## src/rtl/splitting_4kb_bresp_merger.sv

```systemverilog
// Write-response merger for the 4KB burst splitter.
// A small in-order FIFO records whether each accepted AW burst was split.
// Split bursts produce two slave B responses. They are folded into one master B response.
// Non-split responses pass straight through.
//
// Handshake rule on both B channels: a transfer happens on a rising ACLK edge when
// VALID and READY are both high. Once this block raises m_BVALID_o, it holds
// m_BVALID_o, m_BID_o and m_BRESP_o unchanged until m_BREADY_i is seen high.
module splitting_4kb_bresp_merger #(
   parameter int ID_WIDTH    = 5,
   parameter int OUTST_DEPTH = 4
) (
   input  logic                ACLK,
   input  logic                ARESETn,
   input  logic                split_valid_i,
   input  logic                split_flag_i,
   output logic                split_ready_o,
   input  logic [ID_WIDTH-1:0] s_BID_i,
   input  logic [1:0]          s_BRESP_i,
   input  logic                s_BVALID_i,
   output logic                s_BREADY_o,
   output logic [ID_WIDTH-1:0] m_BID_o,
   output logic [1:0]          m_BRESP_o,
   output logic                m_BVALID_o,
   input  logic                m_BREADY_i,
   output logic [1:0]          state_dbg_o
);

   localparam int PTR_W = (OUTST_DEPTH > 1) ? $clog2(OUTST_DEPTH) : 1;
   localparam int CNT_W = PTR_W + 1;

   typedef enum logic [1:0] {
      ST_IDLE  = 2'd0,
      ST_WAIT2 = 2'd1,
      ST_OUT   = 2'd2
   } state_t;

   state_t                 state_q, state_d;
   logic [OUTST_DEPTH-1:0] flag_mem_q, flag_mem_d;
   logic [PTR_W-1:0]       wr_ptr_q, wr_ptr_d;
   logic [PTR_W-1:0]       rd_ptr_q, rd_ptr_d;
   logic [CNT_W-1:0]       count_q, count_d;
   logic [ID_WIDTH-1:0]    acc_id_q, acc_id_d;
   logic [1:0]             acc_resp_q, acc_resp_d;
   logic [ID_WIDTH-1:0]    m_bid_q, m_bid_d;
   logic [1:0]             m_bresp_q, m_bresp_d;
   logic                   m_bvalid_q, m_bvalid_d;

   logic full, empty, head_flag, push, pop, s_bready, s_hs;

   // Error codes dominate by severity (DECERR > SLVERR).
   // EXOKAY survives only if both halves were exclusive-okay.
   function automatic logic [1:0] merge_resp(input logic [1:0] a, input logic [1:0] b);
      if (a[1] || b[1]) begin
         return (a > b) ? a : b;
      end else if (a == 2'b01 && b == 2'b01) begin
         return 2'b01;
      end else begin
         return 2'b00;
      end
   endfunction

   // Fullness is taken from the registered count only, so a pop never frees a slot the same cycle.
   always_comb begin
      full      = (count_q == CNT_W'(OUTST_DEPTH));
      empty     = (count_q == '0);
      head_flag = flag_mem_q[rd_ptr_q];
      push      = split_valid_i && !full;
   end

   // Next-state logic for the merge FSM, the output registers and the flag FIFO.
   always_comb begin
      state_d    = state_q;
      acc_id_d   = acc_id_q;
      acc_resp_d = acc_resp_q;
      m_bid_d    = m_bid_q;
      m_bresp_d  = m_bresp_q;
      m_bvalid_d = m_bvalid_q;
      pop        = 1'b0;
      s_bready   = 1'b0;

      case (state_q)
         ST_IDLE:  s_bready = !empty;
         ST_WAIT2: s_bready = 1'b1;
         default:  s_bready = 1'b0;
      endcase
      s_hs = s_BVALID_i && s_bready;

      case (state_q)
         ST_IDLE: begin
            if (s_hs) begin
               if (!head_flag) begin
                  m_bid_d    = s_BID_i;
                  m_bresp_d  = s_BRESP_i;
                  m_bvalid_d = 1'b1;
                  pop        = 1'b1;
                  state_d    = ST_OUT;
               end else begin
                  // First half of a split pair: keep it and wait for the second half.
                  acc_id_d   = s_BID_i;
                  acc_resp_d = s_BRESP_i;
                  state_d    = ST_WAIT2;
               end
            end
         end
         ST_WAIT2: begin
            if (s_hs) begin
               // The BID of the second half is not checked; the first-half BID is returned.
               m_bid_d    = acc_id_q;
               m_bresp_d  = merge_resp(acc_resp_q, s_BRESP_i);
               m_bvalid_d = 1'b1;
               pop        = 1'b1;
               state_d    = ST_OUT;
            end
         end
         ST_OUT: begin
            if (m_BREADY_i) begin
               m_bvalid_d = 1'b0;
               state_d    = ST_IDLE;
            end
         end
         default: begin
            m_bvalid_d = 1'b0;
            state_d    = ST_IDLE;
         end
      endcase

      flag_mem_d = flag_mem_q;
      wr_ptr_d   = wr_ptr_q;
      rd_ptr_d   = rd_ptr_q;
      if (push) begin
         flag_mem_d[wr_ptr_q] = split_flag_i;
         wr_ptr_d             = wr_ptr_q + PTR_W'(1);
      end
      if (pop) begin
         rd_ptr_d = rd_ptr_q + PTR_W'(1);
      end
      count_d = count_q + {{(CNT_W-1){1'b0}}, push} - {{(CNT_W-1){1'b0}}, pop};
   end

   // State registers; reset drops all tracked flags and any held response.
   always_ff @(posedge ACLK or negedge ARESETn) begin
      if (!ARESETn) begin
         state_q    <= ST_IDLE;
         flag_mem_q <= '0;
         wr_ptr_q   <= '0;
         rd_ptr_q   <= '0;
         count_q    <= '0;
         acc_id_q   <= '0;
         acc_resp_q <= '0;
         m_bid_q    <= '0;
         m_bresp_q  <= '0;
         m_bvalid_q <= 1'b0;
      end else begin
         state_q    <= state_d;
         flag_mem_q <= flag_mem_d;
         wr_ptr_q   <= wr_ptr_d;
         rd_ptr_q   <= rd_ptr_d;
         count_q    <= count_d;
         acc_id_q   <= acc_id_d;
         acc_resp_q <= acc_resp_d;
         m_bid_q    <= m_bid_d;
         m_bresp_q  <= m_bresp_d;
         m_bvalid_q <= m_bvalid_d;
      end
   end

   // Drive the output ports from the registers and the decoded ready signals.
   always_comb begin
      split_ready_o = !full;
      s_BREADY_o    = s_bready;
      m_BID_o       = m_bid_q;
      m_BRESP_o     = m_bresp_q;
      m_BVALID_o    = m_bvalid_q;
      state_dbg_o   = state_q;
   end

endmodule
```

## config.mk

```make
export PLATFORM = sky130hd
export DESIGN_NAME = splitting_4kb_bresp_merger
export DESIGN_NICKNAME = d
export VERILOG_FILES = /design/src/rtl/splitting_4kb_bresp_merger.sv
export SDC_FILE = /design/constraint.sdc
export NUM_CORES = 1
export LEC_CHECK = 0
export CORE_MARGIN = 10
export CORE_UTILIZATION = 48
export CTS_BUF_LIST = sky130_fd_sc_hd__clkbuf_4 sky130_fd_sc_hd__clkbuf_8
export DETAILED_ROUTE_END_ITERATION = 7
export PLACE_DENSITY = 0.77
export SYNTH_ARGS = -nofsm -noshare
export SYNTH_HDL_FRONTEND = slang
export SYNTH_SLANG_ARGS = --single-unit
```

## constraint.sdc

```tcl
create_clock -name ACLK -period 3.06 [get_ports ACLK]
set_clock_uncertainty 0.2 [all_clocks]
set_input_delay 0.612 -clock ACLK [delete_from_list [all_inputs] [get_ports ACLK]]
set_output_delay 0.612 -clock ACLK [all_outputs]
set_load 0.02 [all_outputs]
```

==> out/metrics.cfg <==
[outcome]
status=finished, final reports clean

[timing]
worst_slew_pin_slew_ns=0.4882
layout_setup_ws_ns=0.2413
max-slew-margin-rel_pct=67.36
finalHoldViolations=0
fin_crit_ns=2.819
setup_viol=0
max_freq_ghz=0.3548
final_max_slew_viol_count=0
finalCritPeriodShare_pct=92.12
rsz0062_at_grt=false

[logic_synthesis]
ys_top_cells_by_count=dfrtp_1 (28), inv_1 (11), ha_1 (10), mux2_2 (10), nand2_1 (9)
synth_ff_type=dfrtp_1
synth_top_area_share_pct=49.96
synth_most_common_cell=dfrtp_1
syn_inst=118
seq_area_frac_synth_pct=49.96
syn_nets=142
ys_async_sr_fraction_pct=100.0
synth_cell_types=28
synth-edff-count=0
synth.area.top_cells=dfrtp_1 (50%), ha_1 (8.9%), mux2_2 (8.0%)
synth_warnings=0
synth_top_area_cell=dfrtp_1
synth_seq_cells=28
syn_area_um2=1403
avgSynthCellArea_um2=11.89

[worst_setup_path]
slowest_delay_ns=0.56
cp_max_fo=3
required_ns=3.11
timing.rr.start=rd_ptr_q[0]$_DFFE_PN0P_
crit_arrival_ns=2.87
r2r_slack_ns=0.24
slowest_stage=mux4_2
worstSetupPathType=flop to flop
cp-end-kind=flop
reg2reg_depth=9
crit_path_end=count_q[2]$_DFF_PN0_
timing.rr.end=count_q[2]$_DFF_PN0_
cp_cell_sequence=mux4_2 -> a2111oi_4 -> ha_1 -> inv_1 -> ha_1 -> inv_1 -> fa_1 -> xnor2_1 -> xnor2_1
startpoint=rd_ptr_q[0]$_DFFE_PN0P_
setup.worst_path.start_class=flop

[pwr]
vdd_drop_max_v=0.0007339
p_per_area_nw_per_um2=1062
leakage_uw=0.0007978

[job]
max-cap-violations=0

[global_route]
grt_pass1_wl_mm=4.326
grt_pass1_vias=956
grt_overflow=0
antenna_found_initial=0
track_usage_pct=9.948
grt_max_degree=29

[detailed_routing]
drt_first_pass_iters=4
top_layer=met4
drc_errors=0
drtIter0Drc=61
wl_met2_mm=1.257
wl_met3_um=163
drt_wl_total_mm=2.508
drt-wirelength-per-cell_um=14.09
via_count=933
met1_length_mm=1.051
vias_per_cell=5.242
postRouteAntennaNets=0

[floorplanning]
die_height_um=74.06
coreArea_um2=2781
rows=19
dieArea_um2=5484
start_util_pct=50.43
io_pins=25
die_x_um=74.06

[clock_network]
cts_buffers=3
h-tree-depth=1
cts-root-buf=clkbuf_4
clock_latency_ns=0.33
clk_pin_slew_ns=0.13
clock-sinks=28
clockBufferDepth=2
tritoncts=done

[finish]
num_antenna_cells=0
nets=172
area_delta_synth_final_pct=23.46
fillCellCount=244
drive_gt1_share_pct=17.01
finalCoreUtilization_pct=62.26

[placed_design]
gp_congestion=0.7184
portBuffers=24
dp_hpwl_mm=2.011
place_ws_ns=-0.006436

[worst_hold_path]
hold_path.class=flop to flop

[report_power, final]
part           total [µW]  internal [µW]  switching [µW]
Clock                 177           72.8             104
Sequential            706            565             141
Combinational         957            490             467
[layer usage]
metal	global-route usage, %	up-vias
li1	-	464
met4	3.727	0
met1	11.51	448
met5	0	-
met3	2.926	4
met2	16.95	17
[placed cells by master (no fill, tap or decap), types with 3 or more instances in the layout]
master / netlist / final
buf_4: 0 / 3
a21oi_1: 6 / 6
clkbuf_4: 0 / 3
mux2_2: 10 / 10
dfrtp_1: 28 / 28
nand2b_1: 3 / 3
inv_1: 11 / 11
o21ai_0: 4 / 4
ha_1: 10 / 10
xnor2_1: 4 / 4
nor2_1: 7 / 7
mux2i_1: 6 / 6
nand2_1: 9 / 9
clkdlybuf4s50_1: 0 / 24
[cell families after synthesis]
group,synth area share (%)
xor+xnor,3.122
buf+inv,4.014
simple gates,8.563
fa+ha+maj,10.35
compound gates,9.011
mux,14.99
flops,49.96
[cell type report]
class	instances	area [µm²]	share of cell area [%]
inverters	11	41.29	2.384
well taps	31	38.79	2.240
clock buffers	4	36.28	2.095
flip-flops and latches	28	700.7	40.46
multi-input cells	77	651.9	37.64
repair buffers	27	262.8	15.17
[stage by stage]
step / hold WS (ns) / cells / total power, µW / area (µm²) / setup TNS, ns
after floorplan: 0.1164 / 118 / 1361 / 1403 / 0
after global placement: 0.2751 / 174 / 1627 / 1689 / 0
after detailed placement: 0.2861 / 174 / 1691 / 1689 / -0.006436
after CTS: 0.3072 / 178 / 1873 / 1725 / 0
after global routing: 0.3190 / 178 / 2017 / 1732 / 0
final: 0.3036 / 178 / 1839 / 1732 / 0
[state kept, by name (all words and copies together) (netlist names), 3 cells and up]
register	count
acc_id_q	5
m_BID_o	5
count_q	3
flag_mem_q	4
[critical path, delay by kind of cell, from the launching register on]
kind,cells,cell delay (ns)
adder cells (fa/ha/maj),3,0.80
multiplexers,1,0.56
flip-flops,1,0.42
buffers and inverters,2,0.10
XOR/XNOR,2,0.33
AO/OA/AOI/OAI,1,0.32
[what timing repair did]
action	CTS	global route
resized for setup	0	1
setup endpoints to repair	0	1
setup buffers	0	0
hold buffers	0	0
[worst min path at each step]
| stage | slack (ns) | depth (start not counted) | to | startpoint |
|---|---|---|---|---|
| CTS | 0.31 | 1 | rd_ptr_q[1]$_DFFE_PN0P_ | rd_ptr_q[1]$_DFFE_PN0P_ |
| global placement | 0.28 | 1 | rd_ptr_q[1]$_DFFE_PN0P_ | rd_ptr_q[1]$_DFFE_PN0P_ |
| floorplan | 0.12 | 0 | acc_id_q[0]$_DFFE_PN0P_ | ARESETn |
| finish | 0.30 | 1 | rd_ptr_q[1]$_DFFE_PN0P_ | rd_ptr_q[1]$_DFFE_PN0P_ |
| detailed placement | 0.29 | 1 | rd_ptr_q[1]$_DFFE_PN0P_ | rd_ptr_q[1]$_DFFE_PN0P_ |
| global route | 0.32 | 1 | rd_ptr_q[1]$_DFFE_PN0P_ | rd_ptr_q[1]$_DFFE_PN0P_ |
Power figures use the tool's default switching activity.
